[src/rtl/pipe_stage_buf.sv]
// pipe_stage_buf: elastic pipeline-stage register.
// A DEPTH-entry circular buffer carrying an opaque DATA_W bundle between two
// pipeline stages with valid/ready handshake and synchronous flush.
// Optional statistics counters are enabled by defining PIPE_STAGE_BUF_STATS_EN.
module pipe_stage_buf #(
  parameter int DATA_W = 32,
  parameter int DEPTH  = 2,
  parameter int CNT_W  = 16
) (
  input  logic              CLK,
  input  logic              RST,
  input  logic              flush,
  input  logic              in_valid,
  output logic              in_ready,
  input  logic [DATA_W-1:0] in_data,
  output logic              out_valid,
  input  logic              out_ready,
  output logic [DATA_W-1:0] out_data,
  output logic [2:0]        occupancy,
  output logic [CNT_W-1:0]  stall_cnt,
  output logic [CNT_W-1:0]  bubble_cnt
);

  localparam int                 PTR_W    = (DEPTH > 1) ? $clog2(DEPTH) : 1;
  localparam logic [2:0]         DEPTH_C  = 3'(DEPTH);
  localparam logic [PTR_W-1:0]   LAST_PTR = PTR_W'(DEPTH - 1);

  // Pointers wrap explicitly so DEPTH need not be a power of two.
  function automatic logic [PTR_W-1:0] ptr_inc(input logic [PTR_W-1:0] p);
    if (p == LAST_PTR) return '0;
    else               return p + 1'b1;
  endfunction

  logic [DATA_W-1:0] mem_q [DEPTH];
  logic [PTR_W-1:0]  head_q, head_d;
  logic [PTR_W-1:0]  tail_q, tail_d;
  logic [2:0]        occ_q, occ_d;
  logic [DATA_W-1:0] out_data_q, out_data_d;
  logic              wr_en;
  logic              push, pop;

  // Handshake flags come only from registered occupancy (plus reset gating).
  always_comb begin
    in_ready  = (occ_q != DEPTH_C) && !RST;
    out_valid = (occ_q != 3'd0);
    push      = in_valid && in_ready;
    pop       = out_valid && out_ready;
  end

  assign occupancy = occ_q;
  assign out_data  = out_data_q;

  // Next-state for pointers, occupancy and the registered head word; flush wins.
  always_comb begin
    head_d     = head_q;
    tail_d     = tail_q;
    occ_d      = occ_q;
    out_data_d = out_data_q;
    wr_en      = 1'b0;
    if (flush) begin
      head_d = '0;
      tail_d = '0;
      occ_d  = 3'd0;
    end else begin
      if (push) begin
        wr_en  = 1'b1;
        tail_d = ptr_inc(tail_q);
      end
      if (pop) begin
        head_d = ptr_inc(head_q);
      end
      occ_d = occ_q + {2'b00, push} - {2'b00, pop};
      // The new head is either an already-stored entry or the word being
      // pushed right now when the buffer would otherwise run dry.
      if (pop) begin
        if (occ_q >= 3'd2) out_data_d = mem_q[ptr_inc(head_q)];
        else if (push)     out_data_d = in_data;
      end else if ((occ_q == 3'd0) && push) begin
        out_data_d = in_data;
      end
    end
  end

  // Control state and the visible head register; reset drops everything held.
  always_ff @(posedge CLK) begin
    if (RST) begin
      head_q     <= '0;
      tail_q     <= '0;
      occ_q      <= 3'd0;
      out_data_q <= '0;
    end else begin
      head_q     <= head_d;
      tail_q     <= tail_d;
      occ_q      <= occ_d;
      out_data_q <= out_data_d;
    end
  end

  // Entry storage; contents are only meaningful while counted in occupancy.
  always_ff @(posedge CLK) begin
    if (wr_en) mem_q[tail_q] <= in_data;
  end

`ifdef PIPE_STAGE_BUF_STATS_EN
  logic [CNT_W-1:0] stall_q, stall_d;
  logic [CNT_W-1:0] bubble_q, bubble_d;

  // Saturating back-pressure and starvation counters; flush leaves them alone.
  always_comb begin
    stall_d  = stall_q;
    bubble_d = bubble_q;
    if (out_valid && !out_ready && (stall_q != '1))  stall_d  = stall_q + 1'b1;
    if (!out_valid && out_ready && (bubble_q != '1)) bubble_d = bubble_q + 1'b1;
  end

  // Counter registers, cleared only by reset.
  always_ff @(posedge CLK) begin
    if (RST) begin
      stall_q  <= '0;
      bubble_q <= '0;
    end else begin
      stall_q  <= stall_d;
      bubble_q <= bubble_d;
    end
  end

  assign stall_cnt  = stall_q;
  assign bubble_cnt = bubble_q;
`else
  assign stall_cnt  = '0;
  assign bubble_cnt = '0;
`endif

endmodule

[config.mk]
export PLATFORM = sky130hd
export DESIGN_NAME = pipe_stage_buf
export DESIGN_NICKNAME = d
export VERILOG_FILES = /design/src/rtl/pipe_stage_buf.sv
export SDC_FILE = /design/constraint.sdc
export NUM_CORES = 1
export LEC_CHECK = 0
export CAP_MARGIN = 20
export CORE_MARGIN = 2
export CORE_UTILIZATION = 54
export DETAILED_ROUTE_END_ITERATION = 10
export PLACE_DENSITY = 0.9
export SYNTH_ARGS = -nofsm -noshare
export SYNTH_HDL_FRONTEND = slang
export SYNTH_SLANG_ARGS = --single-unit
[constraint.sdc]
create_clock -name CLK -period 7.4 [get_ports CLK]
set_input_delay 1.48 -clock CLK [delete_from_list [all_inputs] [get_ports CLK]]
set_output_delay 1.48 -clock CLK [all_outputs]
set_load 0.01 [all_outputs]
==> results.ini, run 1 <==
[synth]
synth_cells = 346
yosysTopAreaCellShare = 0.424
synth_cell_type_count = 27
synthArstFlopShare = 0
yosysSeqAreaShare = 0.587
synth_edf_count = 64
synthTopCellsByArea = edfxtp_1 42%, dfxtp_1 16%, mux2_2 7.9%
yosys-top-cells-count = 64 x edfxtp_1, 37 x dfxtp_1, 35 x o21ai_0
yosys.area.top_type = edfxtp_1
ys_dominant_reg_cell = edfxtp_1
ys_ff_latch = 101
yosysMostFrequentCell = edfxtp_1
avgSynthCellArea_sq_um = 13.1
yosys_warnings = 0
synth_area_sq_um = 4540

[cells_and_area]
multi_input_area_sq_um = 1650
postLayoutCoreUtil = 0.665
fin_nets = 454
fin_area_sq_um = 5440
drive_gt1_frac = 0.194
area_delta_synth_final_pct = 19.8
n_fill_cell = 606
seq_area_sq_um = 2660
antenna_cells = 0

[critical_path]
cpPeakStageDelay_ns = 0.57
path_class = in -> out
crit_start = RST
r2r_start = occupancy[1]
crit_buf_inv = 2
cp_cell_sequence = buf_2 -> nor2b_1 -> clkdlybuf4s50_1
path_max_fanout = 40
cp.arrival_ns = 2.66
cp_data_required_time_ns = 5.92
critPathSlowestCell = buf_2
crit_path_end_kind = output pin
worstSetupStartpointType = primary input
critPathTopFamily = buffers and inverters
r2r_slack_ns = 4.72

[die]
die_w_um = 95.6
die_h_um = 95.6
core_sq_um = 8180
rows = 33
dieArea_sq_um = 9150
initial_utilization = 0.555
num_io_pins = 106

[placement]
dpl-instance-area_sq_um = 5230
dp_hpwl_mm = 5.58
gp_routability_congestion = 0.731
numPortBuffers = 73
dpl_worst_slack_ns = 3.17

[timing]
slew_violations = 0
max-slew-margin-rel = 0.399
rsz0062_at_grt = no
fin_crit_sh = 0.560
finClkSkew_ns = 0.0115
finalSetupTns_ns = 0
timing.final.ws_setup_ns = 3.26
hold_violations = 0
max_freq_mhz = 241
worst_pin_slew_ns = 0.882
fin_crit_ns = 4.14
finalSetupViolCount = 0

[global_routing]
busiest_layer = met2
overflow = 0
grt_use_met3 = 0.0324
met2_usage = 0.334
grt_pass1_wl_mm = 13.4
antenna_found_initial = 0
grt_max_degree = 41
grt_pass1_vias = 2726
grtUsageTotal = 0.195
grt_use_met1 = 0.251

[clocking]
cts_setup_buffers = 0
clock_latency_ns = 0.36
cts_buffers = 9
cts-resized-gates = 0
htreeDepth = 3
cts_hold_buffers = 0
cts_tree = done
clockBufferDepth = 2
cts_root_buffer = clkbuf_8
clk_pin_slew_ns = 0.08
clock-sinks = 101

[run_status]
status = finished clean

[job]
cap_violations = 0

[route]
drc_errors = 0
drt_iter0_markers = 162
wl_per_cell_um = 16.3
vias_per_cell = 5.22
wl_mm = 8.50
postRouteAntennaNets = 0
dr_total_vias = 2723
drtPass1Iterations = 4

[pwr]
vdd_drop_max_v = 0.000133
powerDensity_nw_per_um2 = 207
leakagePower_nw = 2.10
power_w = 0.00113

[worst_hold_path]
hp-start = out_data[15]
holdCritPathClass = reg -> reg

## per-stage QoR
stage / std cells / hold WS, ns
2_1_floorplan: 377 / 0.538
3_3_place_gp: 505 / 0.562
3_5_place_dp: 506 / 0.584
4_1_cts: 522 / 0.602
5_1_grt: 522 / 0.630
6_report: 522 / 0.596
## routing by layer
layer | part of all wire | wire (um) | vias to the layer above
met5 | 0 | 0 | -
li1 | - | - | 1313
met4 | 0.0074 | 63 | 0
met3 | 0.052 | 441 | 7
met2 | 0.50 | 4290 | 83
met1 | 0.44 | 3710 | 1320
## path summary, 6_finish.rpt
path                                endpoint  cells past startpoint
worst min-delay path            out_data[15]                      3
worst max-delay path                in_ready                      3
worst min register to register  out_data[15]                      3
worst max register to register   out_data[9]                      6
## flip-flops by register name, indices dropped and copies added (netlist names)
| signal | count |
|---|---|
| out_data | 32 |
| mem_q | 64 |
| occupancy | 3 |
| head_q | 1 |
| tail_q | 1 |
## cells in the final DEF, fill, tap and decap left out, drive strengths merged
master	count
nor2b	34
bufinv	1
dfxtp	37
a31o	1
buf	6
mux2i	33
xor2	2
clkdlybuf4s50	72
xnor2	1
inv	4
fa	1
clkinv	4
or3b	1
clkbuf	11
edfxtp	64
nor3b	3
and2	1
nand3	1
ha	4
mux2	32
nor3	4
or3	2
o21ai	65
nand2	1
conb	32
## power breakdown
| group | internal, W | total, W | switching [W] |
|---|---|---|---|
| Combinational | 0.0000717 | 0.000147 | 0.0000754 |
| Clock | 0.000167 | 0.000351 | 0.000184 |
| Sequential | 0.000617 | 0.000629 | 0.0000115 |
## worst reg2reg max path, cell delays in order (launching register included)
cell and delay (ns):
dfxtp_1 0.38, or3b_1 0.41, nand2_1 0.21, ha_1 0.18, a31o_2 0.56, or3_4 0.59, o21ai_0 0.21
## final cells by class
class / instances / area share
clock inverter: 5 / 0.0110
inverter: 4 / 0.00276
clock buffer: 11 / 0.0260
tap: 105 / 0.0242
sequential: 101 / 0.490
multi-input combinational: 218 / 0.303
timing repair buffer: 78 / 0.143
## kinds of logic (layout without fill, tap and decap cells)
logic type / count (synthesis) / count (layout) / share of synthesized area
simple gates: 47 / 47 / 0.0665
buf+inv: 58 / 98 / 0.0803
compound gates: 66 / 66 / 0.0919
flops: 101 / 101 / 0.587
fa+ha+maj: 5 / 5 / 0.0154
other cells: 1 / 32 / 0.000827
xor+xnor: 3 / 3 / 0.00579
mux: 65 / 65 / 0.152
Power figures use the tool's default switching activity.
==> inputs of run 2 (changes only) <==
--- a/config.mk
+++ b/config.mk
@@ -7,9 +7,9 @@
 export LEC_CHECK = 0
 export CAP_MARGIN = 20
 export CORE_MARGIN = 2
-export CORE_UTILIZATION = 54
+export CORE_UTILIZATION = 50
 export DETAILED_ROUTE_END_ITERATION = 10
-export PLACE_DENSITY = 0.9
+export PLACE_DENSITY = 0.85
 export SYNTH_ARGS = -nofsm -noshare
 export SYNTH_HDL_FRONTEND = slang
 export SYNTH_SLANG_ARGS = --single-unit
==> constraint.sdc (replaced) <==
create_clock -name CLK -period 4.2 [get_ports CLK]
set_input_delay 0.84 -clock CLK [delete_from_list [all_inputs] [get_ports CLK]]
set_output_delay 0.84 -clock CLK [all_outputs]
set_load 0.01 [all_outputs]
==> run 2 against run 1 <==
Global-route usage is 1.9 points lower. Sequential share of layout area is 0.30 points higher. Design area is 0.60% lower. First-iteration DRC count is 15% higher. Register-to-register slack worse by 3.2 ns. Flip-flop and latch count stayed put. Clock skew hardly changed. Core utilization is 4.8 points lower. Largest cell class unchanged.
==> results.ini, run 2 (synthesis gave the netlist of run 1 again) <==
[critical_path]
cp_cell_sequence = clkdlybuf4s50_1 -> nor2b_1 -> nand2_1 -> ha_1 -> a31o_2 -> or3_4 -> o21ai_0  ; was buf_2 -> nor2b_1 -> clkdlybuf4s50_1
path_max_fanout = 33  ; was 40
crit_buf_inv = 1  ; was 2
worstSetupStartpointType = primary input  ; unchanged
critPathSlowestCell = or3_4  ; was buf_2
cp_data_required_time_ns = 4.48  ; was 5.92 ns
cpPeakStageDelay_ns = 0.63  ; was 0.57 ns
r2r_slack_ns = 1.54  ; was 4.72 ns
crit_path_end_kind = register  ; was output pin
critPathTopFamily = simple AND/OR/NAND/NOR gates  ; was buffers and inverters
path_class = in -> reg  ; was in -> out
r2r_start = occupancy[1]  ; unchanged
worstReg2RegEnd = out_data[8]  ; was out_data[9]
cp.arrival_ns = 3.31  ; was 2.66 ns
r2r_cells = 6  ; unchanged

[clocking]
clk_pin_slew_ns = 0.10  ; was 0.08 ns
cts_tree = done  ; unchanged
cts-resized-gates = 0  ; unchanged
cts_hold_buffers = 0  ; unchanged
cts_root_buffer = clkbuf_8  ; unchanged
htreeDepth = 3  ; unchanged
clockBufferDepth = 2  ; unchanged
cts_setup_buffers = 0  ; unchanged
clock-sinks = 101  ; unchanged
cts_buffers = 9  ; unchanged
clock_latency_ns = 0.36  ; about the same

[route]
drc_errors = 0  ; unchanged
drt_iter0_markers = 186  ; was 162
wl_mm = 8.58  ; was 8.50 mm
dr_total_vias = 2718  ; was 2,723
postRouteAntennaNets = 0  ; unchanged
vias_per_cell = 5.19  ; was 5.22
wl_per_cell_um = 16.4  ; was 16.3 um
drtPass1Iterations = 4  ; unchanged

[placement]
dp_hpwl_mm = 5.38  ; was 5.58 mm
gp_routability_congestion = 0.750  ; was 0.731
numPortBuffers = 73  ; unchanged
dpl.cell_count = 508  ; was 506

[timing]
finalSetupViolCount = 0  ; unchanged
finalSetupTns_ns = 0  ; unchanged
finClkSkew_ns = 0.0113  ; was 0.0115 ns
fin_crit_sh = 0.721
worst_pin_slew_ns = 0.829  ; was 0.882 ns
max_freq_mhz = 330
fin_crit_ns = 3.03
slew_violations = 0  ; unchanged
max-slew-margin-rel = 0.435  ; was 0.399
rsz0062_at_grt = no  ; unchanged
hold_violations = 0  ; unchanged

[die]
num_io_pins = 106  ; unchanged
core_sq_um = 8760  ; was 8180 sq um
dieArea_sq_um = 9850  ; was 9150 sq um
die_h_um = 99.2  ; was 95.6 um
die_w_um = 99.2  ; was 95.6 um
initial_utilization = 0.518  ; was 0.555
rows = 34  ; was 33

[worst_hold_path]
min_to = out_data[15]  ; unchanged
hold_depth = 3  ; unchanged
hp-start = out_data[15]  ; unchanged
holdCritPathClass = reg -> reg  ; unchanged

[cells_and_area]
area_delta_synth_final_pct = 19.1  ; was 19.8%
drive_gt1_frac = 0.195  ; was 0.194
mostFrequentLayoutCells = 72 x clkdlybuf4s50_1, 64 x edfxtp_1, 36 x dfxtp_1, 35 x o21ai_0, 34 x nor2b_1  ; unchanged
antenna_cells = 0  ; unchanged
largest_register_ffs = 64  ; unchanged
layout_commonest_cell = clkdlybuf4s50_1  ; unchanged
final_cells = 524  ; was 522
regMostFlops = mem_q  ; unchanged
fin_nets = 453  ; was 454
postLayoutCoreUtil = 0.617  ; was 0.665

[run_status]
status = finished clean  ; unchanged

[pwr]
vdd_drop_max_v = 0.000213  ; was 0.000133 V
leakagePower_nw = 2.08  ; was 2.10 nW
powerDensity_nw_per_um2 = 359  ; was 207 nW/um^2
power_w = 0.00194  ; was 0.00113 W

[global_routing]
grt_pass1_wl_mm = 13.6  ; was 13.4 mm
overflow = 0  ; unchanged
grt_pass1_vias = 2653  ; was 2,726
grtUsageTotal = 0.176  ; was 0.195
antenna_found_initial = 0  ; unchanged
grt_max_degree = 40  ; was 41

[job]
cap_violations = 0  ; unchanged

[run 2: cell count changes in the layout (fill, tap and decap cells not counted)]
cell       previous run  this run
clkinv_4              3         1
clkinv_1              1         0
clkbuf_8             10         9
clkinv_2              0         3
bufinv_16             1         0
clkbuf_16             0         1
inv_6                 0         1
buf_12                1         0
[run 2: how the worst max path moves through the flow]
stage | depth (start not counted) | start | slack, ns | endpoint
global placement | 7 | in_valid | 0.92 | out_data[8]
CTS | 7 | in_valid | 1.19 | out_data[8]
global route | 7 | in_valid | 1.04 | out_data[8]
finish | 7 | in_valid | 1.17 | out_data[8]
floorplan | 3 | in_valid | 0.19 | mem_q[1][0]
detailed placement | 7 | in_valid | 0.82 | out_data[8]
[run 2: power by group]
part	switching [W]	total, W	internal [W]
Combinational	0.000132	0.000257	0.000125
Sequential	0.0000208	0.00111	0.00109
Clock	0.000324	0.000576	0.000252
[run 2: final cells by class]
class | instances | area (sq um)
tap | 108 | 135
clock inverter | 5 | 32.5
sequential | 101 | 2660
multi-input combinational | 218 | 1650
timing repair buffer | 77 | 756
inverter | 4 | 15.0
fill | 681 | 3360
clock buffer | 11 | 153
[run 2: through the flow]
stage          worst slack (ns)  instance area (sq um)  hold WS [ns]
5_1_grt                    1.04                   5400         0.613
4_1_cts                    1.19                   5400         0.591
3_3_place_gp              0.919                   5220         0.568
3_5_place_dp              0.819                   5220         0.574
2_1_floorplan             0.195                   4650         0.538
6_report                   1.17                   5400         0.587
[run 2: routing by layer]
metal / share of wire / vias up / GRT usage
met2: 0.49 / 100 / 0.293
li1: - / 1308 / -
met1: 0.44 / 1299 / 0.234
met5: 0 / - / 0
met3: 0.049 / 11 / 0.0246
met4: 0.016 / 0 / 0.0706
[run 2: tightest hold or removal path: stages (launching register included)]
cell and delay [ns]:
dfxtp_1 0.32, nor2b_1 0.12, o21ai_0 0.06, o21ai_1 0.06
